**src/rtl/projectile_engine_if.sv**
```systemverilog
// Launch channel of the projectile engine: valid/ready handshake plus the
// launch position and direction bits.
interface projectile_engine_if #(
    parameter int unsigned CW = 10
);
    logic          fire_valid;
    logic          fire_ready;
    logic [CW-1:0] fire_x;
    logic [CW-1:0] fire_y;
    logic          fire_dx;
    logic          fire_dy;

    modport master (
        output fire_valid, fire_x, fire_y, fire_dx, fire_dy,
        input  fire_ready
    );

    modport slave (
        input  fire_valid, fire_x, fire_y, fire_dx, fire_dy,
        output fire_ready
    );
endinterface

```
**src/rtl/projectile_engine.sv**
```systemverilog
// Projectile engine: NUM_PROJ slots that are launched through the fire
// channel, moved and bounced inside the arena once per tick (one slot per
// cycle), cleared on target collision, and queried per pixel for drawing.
// Optional feature: define PROJ_LIFETIME_EN to give each slot a 3-bit bounce
// counter that retires the projectile after its eighth clamp event.
module projectile_engine #(
    parameter int unsigned NUM_PROJ = 4,
    parameter int unsigned CW       = 10,
    parameter int unsigned XMIN     = 364,
    parameter int unsigned XMAX     = 563,
    parameter int unsigned YMIN     = 221,
    parameter int unsigned YMAX     = 320,
    parameter int unsigned PSIZE    = 8,
    parameter int unsigned TSIZE    = 16
) (
    input  logic                clk,
    input  logic                rst,
    input  logic                tick,
    projectile_engine_if.slave  fire,
    input  logic [3:0]          speed,
    input  logic [CW-1:0]       tgt_x,
    input  logic [CW-1:0]       tgt_y,
    input  logic [CW-1:0]       hcount,
    input  logic [CW-1:0]       vcount,
    output logic                pix_hit,
    output logic [3:0]          pix_idx,
    output logic                tgt_hit,
    output logic [NUM_PROJ-1:0] active,
    output logic                busy
);

    localparam int unsigned IW = 4;
    localparam int unsigned EW = CW + 1;

    typedef enum logic {
        IDLE  = 1'b0,
        SWEEP = 1'b1
    } state_t;

    state_t                state_q, state_d;
    logic [IW-1:0]         idx_q, idx_d;
    logic [NUM_PROJ-1:0]   act_q, act_d;
    logic [CW-1:0]         px_q [NUM_PROJ];
    logic [CW-1:0]         px_d [NUM_PROJ];
    logic [CW-1:0]         py_q [NUM_PROJ];
    logic [CW-1:0]         py_d [NUM_PROJ];
    logic                  dx_q [NUM_PROJ];
    logic                  dx_d [NUM_PROJ];
    logic                  dy_q [NUM_PROJ];
    logic                  dy_d [NUM_PROJ];
`ifdef PROJ_LIFETIME_EN
    logic [2:0]            life_q [NUM_PROJ];
    logic [2:0]            life_d [NUM_PROJ];
    logic                  clamp;
`endif
    logic                  tgt_hit_q, tgt_hit_d;
    logic                  pix_hit_q, pix_hit_d;
    logic [IW-1:0]         pix_idx_q, pix_idx_d;
    logic                  busy_q, busy_d;

    logic                  free_found;
    logic [IW-1:0]         free_idx;
    logic                  fire_ready_c;
    logic [EW-1:0]         rx, ry;
    logic                  lox, hix, loy, hiy;
    logic [CW-1:0]         nx, ny;
    logic                  ndx, ndy;
    logic                  expire;

    // Moved coordinate at CW+1 bits so a borrow or carry shows in the top bit.
    function automatic logic [EW-1:0] step_res(input logic [CW-1:0] pos,
                                               input logic dir,
                                               input logic [3:0] spd);
        if (dir) step_res = {1'b0, pos} - EW'(spd);
        else     step_res = {1'b0, pos} + EW'(spd);
    endfunction

    // At or below the minimum, or borrowed below zero while decreasing.
    function automatic logic at_lo(input logic [EW-1:0] res, input logic dir,
                                   input logic [CW-1:0] amin);
        at_lo = (dir && res[CW]) || (!res[CW] && (res[CW-1:0] <= amin));
    endfunction

    // At or above the maximum, or carried out while increasing.
    function automatic logic at_hi(input logic [EW-1:0] res, input logic dir,
                                   input logic [CW-1:0] amax);
        at_hi = (!dir && res[CW]) || (!res[CW] && (res[CW-1:0] >= amax));
    endfunction

    // Half-open overlap of the projectile square and the target square.
    function automatic logic overlap(input logic [CW-1:0] ax, input logic [CW-1:0] ay,
                                     input logic [CW-1:0] bx, input logic [CW-1:0] by);
        overlap = ({1'b0, ax} < ({1'b0, bx} + EW'(TSIZE))) &&
                  ({1'b0, bx} < ({1'b0, ax} + EW'(PSIZE))) &&
                  ({1'b0, ay} < ({1'b0, by} + EW'(TSIZE))) &&
                  ({1'b0, by} < ({1'b0, ay} + EW'(PSIZE)));
    endfunction

    // Query pixel inside the projectile square.
    function automatic logic covers(input logic [CW-1:0] ax, input logic [CW-1:0] ay,
                                    input logic [CW-1:0] h, input logic [CW-1:0] v);
        covers = ({1'b0, h} >= {1'b0, ax}) && ({1'b0, h} < ({1'b0, ax} + EW'(PSIZE))) &&
                 ({1'b0, v} >= {1'b0, ay}) && ({1'b0, v} < ({1'b0, ay} + EW'(PSIZE)));
    endfunction

    // Next-state: launch, sweep update, collision, pixel query.
    always_comb begin
        state_d   = state_q;
        idx_d     = idx_q;
        act_d     = act_q;
        px_d      = px_q;
        py_d      = py_q;
        dx_d      = dx_q;
        dy_d      = dy_q;
`ifdef PROJ_LIFETIME_EN
        life_d    = life_q;
        clamp     = 1'b0;
`endif
        tgt_hit_d = 1'b0;
        pix_hit_d = 1'b0;
        pix_idx_d = '0;
        rx        = '0;
        ry        = '0;
        lox       = 1'b0;
        hix       = 1'b0;
        loy       = 1'b0;
        hiy       = 1'b0;
        nx        = '0;
        ny        = '0;
        ndx       = 1'b0;
        ndy       = 1'b0;
        expire    = 1'b0;

        free_found = 1'b0;
        free_idx   = '0;
        for (int i = 0; i < int'(NUM_PROJ); i++) begin
            if (!act_q[i] && !free_found) begin
                free_found = 1'b1;
                free_idx   = IW'(i);
            end
        end

        fire_ready_c = (state_q == IDLE) && !tick && free_found;

        case (state_q)
            IDLE: begin
                if (tick) begin
                    state_d = SWEEP;
                    idx_d   = '0;
                end else if (fire.fire_valid && fire_ready_c) begin
                    for (int i = 0; i < int'(NUM_PROJ); i++) begin
                        if (IW'(i) == free_idx) begin
                            act_d[i] = 1'b1;
                            px_d[i]  = fire.fire_x;
                            py_d[i]  = fire.fire_y;
                            dx_d[i]  = fire.fire_dx;
                            dy_d[i]  = fire.fire_dy;
`ifdef PROJ_LIFETIME_EN
                            life_d[i] = 3'd7;
`endif
                        end
                    end
                end
            end
            SWEEP: begin
                for (int i = 0; i < int'(NUM_PROJ); i++) begin
                    if ((IW'(i) == idx_q) && act_q[i]) begin
                        rx  = step_res(px_q[i], dx_q[i], speed);
                        ry  = step_res(py_q[i], dy_q[i], speed);
                        lox = at_lo(rx, dx_q[i], CW'(XMIN));
                        hix = at_hi(rx, dx_q[i], CW'(XMAX));
                        loy = at_lo(ry, dy_q[i], CW'(YMIN));
                        hiy = at_hi(ry, dy_q[i], CW'(YMAX));

                        if (lox)      begin nx = CW'(XMIN);  ndx = 1'b0;     end
                        else if (hix) begin nx = CW'(XMAX);  ndx = 1'b1;     end
                        else          begin nx = rx[CW-1:0]; ndx = dx_q[i];  end
                        if (loy)      begin ny = CW'(YMIN);  ndy = 1'b0;     end
                        else if (hiy) begin ny = CW'(YMAX);  ndy = 1'b1;     end
                        else          begin ny = ry[CW-1:0]; ndy = dy_q[i];  end

`ifdef PROJ_LIFETIME_EN
                        // A slot clamping on both axes still loses one life only.
                        clamp = lox || hix || loy || hiy;
                        if (clamp) begin
                            if (life_q[i] == 3'd0) expire = 1'b1;
                            else                   life_d[i] = life_q[i] - 3'd1;
                        end
`endif

                        if (expire || overlap(nx, ny, tgt_x, tgt_y)) begin
                            act_d[i]  = 1'b0;
                            px_d[i]   = '0;
                            py_d[i]   = '0;
                            dx_d[i]   = 1'b0;
                            dy_d[i]   = 1'b0;
`ifdef PROJ_LIFETIME_EN
                            life_d[i] = 3'd0;
`endif
                            tgt_hit_d = !expire;
                        end else begin
                            px_d[i] = nx;
                            py_d[i] = ny;
                            dx_d[i] = ndx;
                            dy_d[i] = ndy;
                        end
                    end
                end
                if (idx_q == IW'(NUM_PROJ - 1)) state_d = IDLE;
                else                            idx_d   = idx_q + IW'(1);
            end
            default: state_d = IDLE;
        endcase

        // Highest index first so the lowest covering slot wins.
        for (int i = int'(NUM_PROJ) - 1; i >= 0; i--) begin
            if (act_q[i] && covers(px_q[i], py_q[i], hcount, vcount)) begin
                pix_hit_d = 1'b1;
                pix_idx_d = IW'(i);
            end
        end

        busy_d = (state_d == SWEEP);
    end

    // State and slot registers; reset aborts any sweep in progress.
    always_ff @(posedge clk or posedge rst) begin
        if (rst) begin
            state_q   <= IDLE;
            idx_q     <= '0;
            act_q     <= '0;
            tgt_hit_q <= 1'b0;
            pix_hit_q <= 1'b0;
            pix_idx_q <= '0;
            busy_q    <= 1'b0;
            for (int i = 0; i < int'(NUM_PROJ); i++) begin
                px_q[i]   <= '0;
                py_q[i]   <= '0;
                dx_q[i]   <= 1'b0;
                dy_q[i]   <= 1'b0;
`ifdef PROJ_LIFETIME_EN
                life_q[i] <= 3'd0;
`endif
            end
        end else begin
            state_q   <= state_d;
            idx_q     <= idx_d;
            act_q     <= act_d;
            tgt_hit_q <= tgt_hit_d;
            pix_hit_q <= pix_hit_d;
            pix_idx_q <= pix_idx_d;
            busy_q    <= busy_d;
            for (int i = 0; i < int'(NUM_PROJ); i++) begin
                px_q[i]   <= px_d[i];
                py_q[i]   <= py_d[i];
                dx_q[i]   <= dx_d[i];
                dy_q[i]   <= dy_d[i];
`ifdef PROJ_LIFETIME_EN
                life_q[i] <= life_d[i];
`endif
            end
        end
    end

    assign fire.fire_ready = fire_ready_c;
    assign pix_hit         = pix_hit_q;
    assign pix_idx         = pix_idx_q;
    assign tgt_hit         = tgt_hit_q;
    assign active          = act_q;
    assign busy            = busy_q;

endmodule

```
**src/flat_wrapper.sv**
```systemverilog
// flat-port wrapper written by rule: the top's interface ports become plain ports
module projectile_engine_flat 
#(
    parameter int unsigned NUM_PROJ = 4,
    parameter int unsigned CW       = 10,
    parameter int unsigned XMIN     = 364,
    parameter int unsigned XMAX     = 563,
    parameter int unsigned YMIN     = 221,
    parameter int unsigned YMAX     = 320,
    parameter int unsigned PSIZE    = 8,
    parameter int unsigned TSIZE    = 16
)
  (clk, rst, tick, speed, tgt_x, tgt_y, hcount, vcount, pix_hit, pix_idx, tgt_hit, active, busy, fire_fire_valid, fire_fire_x, fire_fire_y, fire_fire_dx, fire_fire_dy, fire_fire_ready);
  projectile_engine_if #(.CW(CW)) fire_i ();
  input  logic clk;
  input  logic rst;
  input  logic tick;
  input  logic [3:0] speed;
  input  logic [CW-1:0] tgt_x;
  input  logic [CW-1:0] tgt_y;
  input  logic [CW-1:0] hcount;
  input  logic [CW-1:0] vcount;
  output logic pix_hit;
  output logic [3:0] pix_idx;
  output logic tgt_hit;
  output logic [NUM_PROJ-1:0] active;
  output logic busy;
  input wire logic [$bits(fire_i.fire_valid)-1:0] fire_fire_valid;
  input wire logic [$bits(fire_i.fire_x)-1:0] fire_fire_x;
  input wire logic [$bits(fire_i.fire_y)-1:0] fire_fire_y;
  input wire logic [$bits(fire_i.fire_dx)-1:0] fire_fire_dx;
  input wire logic [$bits(fire_i.fire_dy)-1:0] fire_fire_dy;
  output wire logic [$bits(fire_i.fire_ready)-1:0] fire_fire_ready;
  assign fire_i.fire_valid = fire_fire_valid;
  assign fire_i.fire_x = fire_fire_x;
  assign fire_i.fire_y = fire_fire_y;
  assign fire_i.fire_dx = fire_fire_dx;
  assign fire_i.fire_dy = fire_fire_dy;
  assign fire_fire_ready = fire_i.fire_ready;
  projectile_engine #(.NUM_PROJ(NUM_PROJ), .CW(CW), .XMIN(XMIN), .XMAX(XMAX), .YMIN(YMIN), .YMAX(YMAX), .PSIZE(PSIZE), .TSIZE(TSIZE)) u_core (.clk(clk), .rst(rst), .tick(tick), .fire(fire_i), .speed(speed), .tgt_x(tgt_x), .tgt_y(tgt_y), .hcount(hcount), .vcount(vcount), .pix_hit(pix_hit), .pix_idx(pix_idx), .tgt_hit(tgt_hit), .active(active), .busy(busy));
endmodule
```
**config.mk**
```make
export PLATFORM = sky130hd
export DESIGN_NAME = projectile_engine_flat
export DESIGN_NICKNAME = d
export VERILOG_FILES = /design/src/rtl/projectile_engine_if.sv /design/src/rtl/projectile_engine.sv /design/src/flat_wrapper.sv
export SDC_FILE = /design/constraint.sdc
export NUM_CORES = 1
export LEC_CHECK = 0
export BUFFER_PORTS_ARGS = -buffer_cell sky130_fd_sc_hd__buf_2
export CORE_MARGIN = 1.5
export CORE_UTILIZATION = 36
export DETAILED_ROUTE_END_ITERATION = 8
export SLEW_MARGIN = 10
export SYNTH_ARGS = -nofsm -noshare
export SYNTH_HDL_FRONTEND = slang
export SYNTH_SLANG_ARGS = --single-unit
```
**constraint.sdc**
```tcl
create_clock -name clk -period 8.1 [get_ports clk]
set_input_delay 1.62 -clock clk [delete_from_list [all_inputs] [get_ports clk]]
set_output_delay 1.62 -clock clk [all_outputs]
set_load 0.02 [all_outputs]
```
[Word-level counts from Yosys, hierarchy flattened]
Index checks and enable logic that the tools add are counted.
Cells by class
  magnitude comparators: 48
  equality and inequality tests: 31
  divide/modulo/power cells: 0
  multipliers: 0
  $add $sub $neg: 35
  shift operators: 0
  bitwise operators: 1
  reduce and logical (&&, ||, !) cells: 127
  mux-type cells: 177
Operators with widths (number)
  $mux W10: 56
  $lt A10 B11 Y1: 24
  $mux W11: 24
  $add A10 B4 Y11 const B: 16
  $mux W40: 4
  $pmux W40 S2: 2
  $add A10 B4 Y11: 8
  $sub A10 B4 Y11: 8
  $ge A10 B10 Y1: 8
  $mux W1: 72
  $logic_and A1 B1 Y1: 70
  $reduce_and A5 Y1: 12
  $ge A10 B10 Y1 const B: 4
  $ge A10 B9 Y1 const B: 4
  $le A10 B8 Y1 const B: 4
  $le A10 B9 Y1 const B: 4
  $mux W4: 10
  $ne A2 B2 Y1 const B: 16
  $ne A4 B4 Y1 const B: 8
  $pmux W4 S2: 4
  $add A10 B5 Y11 const B: 2
  $logic_not A1 Y1: 22
  $eq A2 B4 Y1 const A: 4
  $logic_or A1 B1 Y1: 16
  other kinds (9): 17
Word-level totals
  output and inout bits: 12
  ROM bits: 0
  latch bits: 0
  memories: 0
  input port bits: 70
  register bits after elaboration: 101
  memory bits (writable): 0
  word-level logic and storage cells: 444

[Depth between registers and ports, before layout]
  word-level depth: 25
  gate-level depth with buffers: 33
  gate-level depth less buffers: 29

[Least setup slack after synthesis]
Ideal clock, no wire load.
  path kind: input -> register
  start point: in speed[1]
  end point: reg u_core.px_q[6] (netlist name)
  data required time: 7.967 ns
  data arrival time: 7.857 ns
  library setup time: 0.133 ns
  path buffers: 5
  cell stages on the path: 29
  slack: 0.110 ns
  cells stage by stage: clkbuf_1 -> inv_1 -> ha_1 -> buf_2 -> nor3b_4 -> or2_2 -> clkbuf_1 -> ha_1 -> or3_1 -> o221ai_1 -> a41o_1 -> nand2_1 -> a21oi_1 -> nor2_1 -> buf_2 -> nor2b_1 -> and2b_1 -> nand2_1 -> o41ai_1 -> ha_1 -> a21o_1 -> a211o_1 -> a221o_1 -> or4_1 -> a211o_1 -> a311o_1 -> buf_2 -> a311oi_1 -> a21oi_1
Between the ends
  cells in the longest elaborated chain, start to end: 19
  elaborated cells between the ends (all ways): 48
  classes of those cells: add/sub: 6; order compare: 8; mux: 17; reduce/logical: 17
Ends and longest elaborated chain
  start: declaration: line flat_wrapper.sv:18  | input logic [3:0] speed;
  $add A10 B4 Y11 / $sub A10 B4 Y11 (equally long branches): line projectile_engine.sv:75, projectile_engine.sv:74
  $mux W11: line projectile_engine.sv:74  | if (dir) step_res = {1'b0, pos} - EW'(spd);
  $mux W11: line projectile_engine.sv:167  | if ((IW'(i) == idx_q) && act_q[i]) begin
  $mux W11: line projectile_engine.sv:145  | case (state_q)
  $ge A10 B10 Y1 / $logic_not A1 Y1 (equally long branches): line projectile_engine.sv:87, projectile_engine.sv:81
  $logic_and A1 B1 Y1: line projectile_engine.sv:87  | at_hi = (!dir && res[CW]) || (!res[CW] && (res[CW-1:0] >= amax));
  $logic_or A1 B1 Y1: line projectile_engine.sv:87
  $mux W10: line projectile_engine.sv:176  | else if (hix) begin nx = CW'(XMAX); ndx = 1'b1; end
  [... 3 more ...]
  $add A10 B4 Y11: line projectile_engine.sv:94  | ({1'b0, bx} < ({1'b0, ax} + EW'(PSIZE))) &&
  $lt A10 B11 Y1: line projectile_engine.sv:94
  $logic_and A1 B1 Y1: line projectile_engine.sv:93  | overlap = ({1'b0, ax} < ({1'b0, bx} + EW'(TSIZE))) &&
  $logic_and A1 B1 Y1: line projectile_engine.sv:94
  $logic_and A1 B1 Y1: line projectile_engine.sv:95  | ({1'b0, ay} < ({1'b0, by} + EW'(TSIZE))) &&
  $mux W10 (*): line projectile_engine.sv:191  | if (expire || overlap(nx, ny, tgt_x, tgt_y)) begin
  $mux W10 (*): line projectile_engine.sv:167
  $pmux W40 S2 (*): line projectile_engine.sv:145
  end signal: indexed assignment: line projectile_engine.sv:254  | px_q[i] <= px_d[i];
  end: declaration: line projectile_engine.sv:43  | logic [CW-1:0] px_q [NUM_PROJ];
Mark *: on every way between the ends. The rest lies on a longest branch, timed or not. The select of a mux whose other input is x is not followed.
A chain may end at the register's enable or synchronous reset.

[Worst setup path in the final report]
  start point: in speed[0]
  end point: reg u_core.py_q[16] (netlist name)
Between the ends
  cells in the longest elaborated chain, start to end: 19
  elaborated cells between the ends (all ways): 48
  classes of those cells: add/sub: 6; order compare: 8; mux: 17; reduce/logical: 17
Ends and longest elaborated chain
  $add A10 B4 Y11 / $sub A10 B4 Y11 (equally long branches): line projectile_engine.sv:75, projectile_engine.sv:74
  $mux W11: line projectile_engine.sv:74
  $mux W11: line projectile_engine.sv:167
  $mux W11: line projectile_engine.sv:145
  $ge A10 B10 Y1 / $logic_not A1 Y1 (equally long branches): line projectile_engine.sv:87, projectile_engine.sv:81
  $logic_and A1 B1 Y1: line projectile_engine.sv:87
  $logic_or A1 B1 Y1: line projectile_engine.sv:87
  $mux W10: line projectile_engine.sv:176
  [... 3 more ...]
  $add A10 B4 Y11: line projectile_engine.sv:94
  $lt A10 B11 Y1: line projectile_engine.sv:94
  $logic_and A1 B1 Y1: line projectile_engine.sv:93
  $logic_and A1 B1 Y1: line projectile_engine.sv:94
  $logic_and A1 B1 Y1: line projectile_engine.sv:95
  $mux W10 (*): line projectile_engine.sv:191
  $mux W10 (*): line projectile_engine.sv:167
  $pmux W40 S2 (*): line projectile_engine.sv:145
  end signal: indexed assignment: line projectile_engine.sv:255  | py_q[i] <= py_d[i];
  end: declaration: line projectile_engine.sv:45  | logic [CW-1:0] py_q [NUM_PROJ];
Marked as above.

==> implementation parameters <==
Parameter                              Value

Routing
  Count of unresolved DRC violations after routing    0
  Routed wire per std cell    roughly 23 microns
  Number of iterations in the first detailed-routing pass    6
  Antenna violation net count after detailed routing    0
  Final wirelength    73450 microns
  Routed vias    between 15000 and 20000
  Number of DRC markers in iteration 0    between 1500 and 2000
  Average vias per placed instance    5.962

Timing
  Post-route clock period utilization    roughly 97%
  RSZ-0062 raised after global routing    no
  Fin crit period    between 7 and 8 ns
  Final max-slew violation count    0
  Setup Viol. Count Final    0
  Clock Skews    0.01588 ns
  Least-Margin Pin Slew    ~1.2 ns
  Peak Freq    127.3 MHz
  Final worst-path setup slack    around 0.25 ns
  Final count of hold timing violations    0
  Tightest slew margin relative to the limit    a little under a fifth

CTS
  Maximum number of buffers from clock root to sink    2
  CTS H-tree lvls    3
  CTS Root Cell    clkbuf_16
  Post-CTS clock slew at the launch and capture registers of the worst setup and hold paths    approximately 0.080 ns
  Number of buffers inserted during clock tree synthesis    9
  Worst skew pair latency    about 0.39 ns
  CTS tree    built
  Clock sink total    between 100 and 150
  Number of buffers inserted for hold repair after clock tree synthesis    0

Synthesis
  Proportion of synthesized flip-flops having asynchronous set or reset    100.0%
  Post-synth cell types    99
  Register bit count reported by yosys    just over 100
  Post-synth EDFFs    0
  Most common cell in the synthesized netlist    ha_1
  Share of Yosys cell area claimed by the top area cell type    between 20% and 30%
  Count of yosys warnings during synthesis    0
  Average cell area after synthesis    7.875 sq um
  Largest cells by area after synthesis    ha_1 (26%), dfrtp_1 (14%), a21oi_1 (5.8%), inv_1 (4.4%), xnor2_1 (4.3%)
  Cell count after synthesis    2365
  Post-synthesis instance area    between 0.015 and 0.02 sq mm
  Post-synth top flop    dfrtp_1
  Sequential element share of the synthesized area    a little over an eighth
  Commonest cells in the synthesized netlist    ha_1 (391), inv_1 (219), a21oi_1 (214)
  Post-synth top area cell    ha_1

Place
  Worst slack at placement    -0.3278 ns
  Detailed Place HPWL    approximately 60000 microns
  Routability congestion estimate from global placement    about 0.96
  Count of port buffers added during placement    79
  Placement Cell Area    between 0.02 and 0.025 sq mm

Critical path
  Setup crit start kind    input port
  Number of cell instances on the worst register-to-register path    27
  Highest-delay cell along the critical path    ha_1
  Critical-path maximum fanout    23
  R2r startpoint    u_core.dx_q[0]
  Crit path DAT    roughly 8.1 ns
  Largest stage delay on the critical path    0.44 ns
  Critical path endpoint category    flip-flop
  Endpoint of the worst register-to-register path    u_core.py_q[4]
  Cell occurring most often along the worst timing path    a21o_1
  Worst setup path endpoint    u_core.py_q[16]
  Register-to-register setup slack    ~1.5 ns
  Startpoint of the worst setup timing path    speed[0]
  Crit Path Class    input port to flip-flop
  Critical Path RT    between 8 and 9 ns

Global route
  Total global-route track usage    27.25%
  Leftover overflow at the end of global routing    0
  Antenna violations before repair    2
  Via count of the first global-routing pass    18471
  Pin count of the biggest net entering global routing    61
  Global-route wire length before repair    110800 microns

Floorplanning
  Horizontal die dimension    230.5 microns
  Height of the chip    approximately 230 microns
  Initial core utilization    36.38%
  Core area    0.05120 sq mm
  I/O pin total    between 80 and 90
  Floorplan die area    about 0.053 sq mm
  Row count    83

Min path
  Hold crit path type    flip-flop to flip-flop

Layout
  Synth-to-layout area growth    13.21%
  Ratio of cells with drive above 1 in the final layout    around an eighth
  Post-layout instance area    approximately 0.021 sq mm
  Number of nets at the end of the flow    about 3000

Status
  Run status    complete, no violations

Job
  Max-capacitance violation count    0
-- layer usage --
metal | share of wire, % | global-route usage (%) | wire length (microns)
met3 | 7.6 | 4.657 | 5568
met5 | 0 | 0 | 0
met4 | 3.3 | 8.538 | 2442
met1 | 46 | 37.87 | 33480
met2 | 44 | 42.71 | 31960
-- through the flow --
stage               cells  setup TNS [ns]  hold slack (ns)  utilization [%]
floorplan            2373               0           0.4753                -
global placement     3202          -7.822           0.4993            40.40
detailed placement   3202          -9.361           0.5224            40.40
CTS                  3217               0           0.5393            40.95
global route         3221               0           0.5829            41.17
finish               3225               0           0.5439            41.19
-- how the worst min path moves through the flow --
stage	from	end	slack, ns	cells past startpoint
after floorplan	u_core.px_q[1]	u_core.px_q[1]	0.48	2
after global placement	u_core.px_q[1]	u_core.px_q[1]	0.50	2
after detailed placement	u_core.px_q[1]	u_core.px_q[1]	0.52	2
after CTS	u_core.px_q[1]	u_core.px_q[1]	0.54	2
after global routing	u_core.py_q[29]	u_core.py_q[29]	0.58	2
final	u_core.px_q[1]	u_core.px_q[1]	0.54	2
-- registers in the layout, indices dropped and copies added, names as in the netlist --
register,count
u_core.tgt_hit,1
u_core.px_q,40
u_core.py_q,40
u_core.pix_hit,1
u_core.idx_q,4
u_core.dy_q,4
u_core.pix_idx,2
u_core.active,4
u_core.dx_q,4
u_core.state_q,1
-- cell type report --
class / count / area, sq um
Fill cell: 5199 / 30110
Multi-Input combinational cell: 1987 / 15120
Sequential cell: 101 / 2529
Timing Repair Buffer: 217 / 1463
Tap cell: 680 / 850.8
Inverter: 219 / 824.5
Clock buffer: 11 / 232.7
Clock inverter: 4 / 48.80
Antenna cell: 6 / 15.01
-- cell families (layout without fill, tap and decap cells) --
logic type	Yosys count	in the layout	synth area share [%]
xor gates and xnor gates	124	124	5.831
DFF	101	101	13.57
and+or+nand+nor	657	657	18.22
adders and majority gates	399	399	27.13
muxes	23	23	1.243
AOI/OAI and AO/OA	774	774	28.03
buffers and inverters	285	451	5.945
other	2	16	0.04032
-- worst max-delay path: cells and delay by family --
family,cells,cell delay [ns]
adders and majority gates,4,1.39
buffers and inverters,5,0.90
muxes,1,0.14
AOI/OAI and AO/OA,14,3.28
and+or+nand+nor,5,0.76
-- repair_timing --
item	4_1_cts	5_1_grt
endpoints found under the setup margin	0	79
gates resized for setup	0	27
setup buffers	0	2
-- cell usage in the layout (no fill, tap or decap), types with 20 or more instances in the layout --
cell type,netlist,routed
ha_1,391,388
inv_1,219,218
a21oi_1,214,213
nor2_1,140,140
buf_4,3,135
nand2_1,134,134
o21ai_0,131,123
dfrtp_1,101,100
xnor2_1,91,91
nand3_1,90,90
a21o_1,78,78
buf_2,9,78
a211oi_1,56,54
nand2b_1,51,51
o21a_1,47,47
nor2b_1,47,46
nor3_1,41,41
a31oi_1,40,38
or2_2,33,33
xor2_1,33,33
and3_1,24,24
mux2i_1,22,21
o211ai_1,20,20
Power is not shown: default switching activity piles up to over one toggle a cycle in this logic, so the estimate is an artifact.
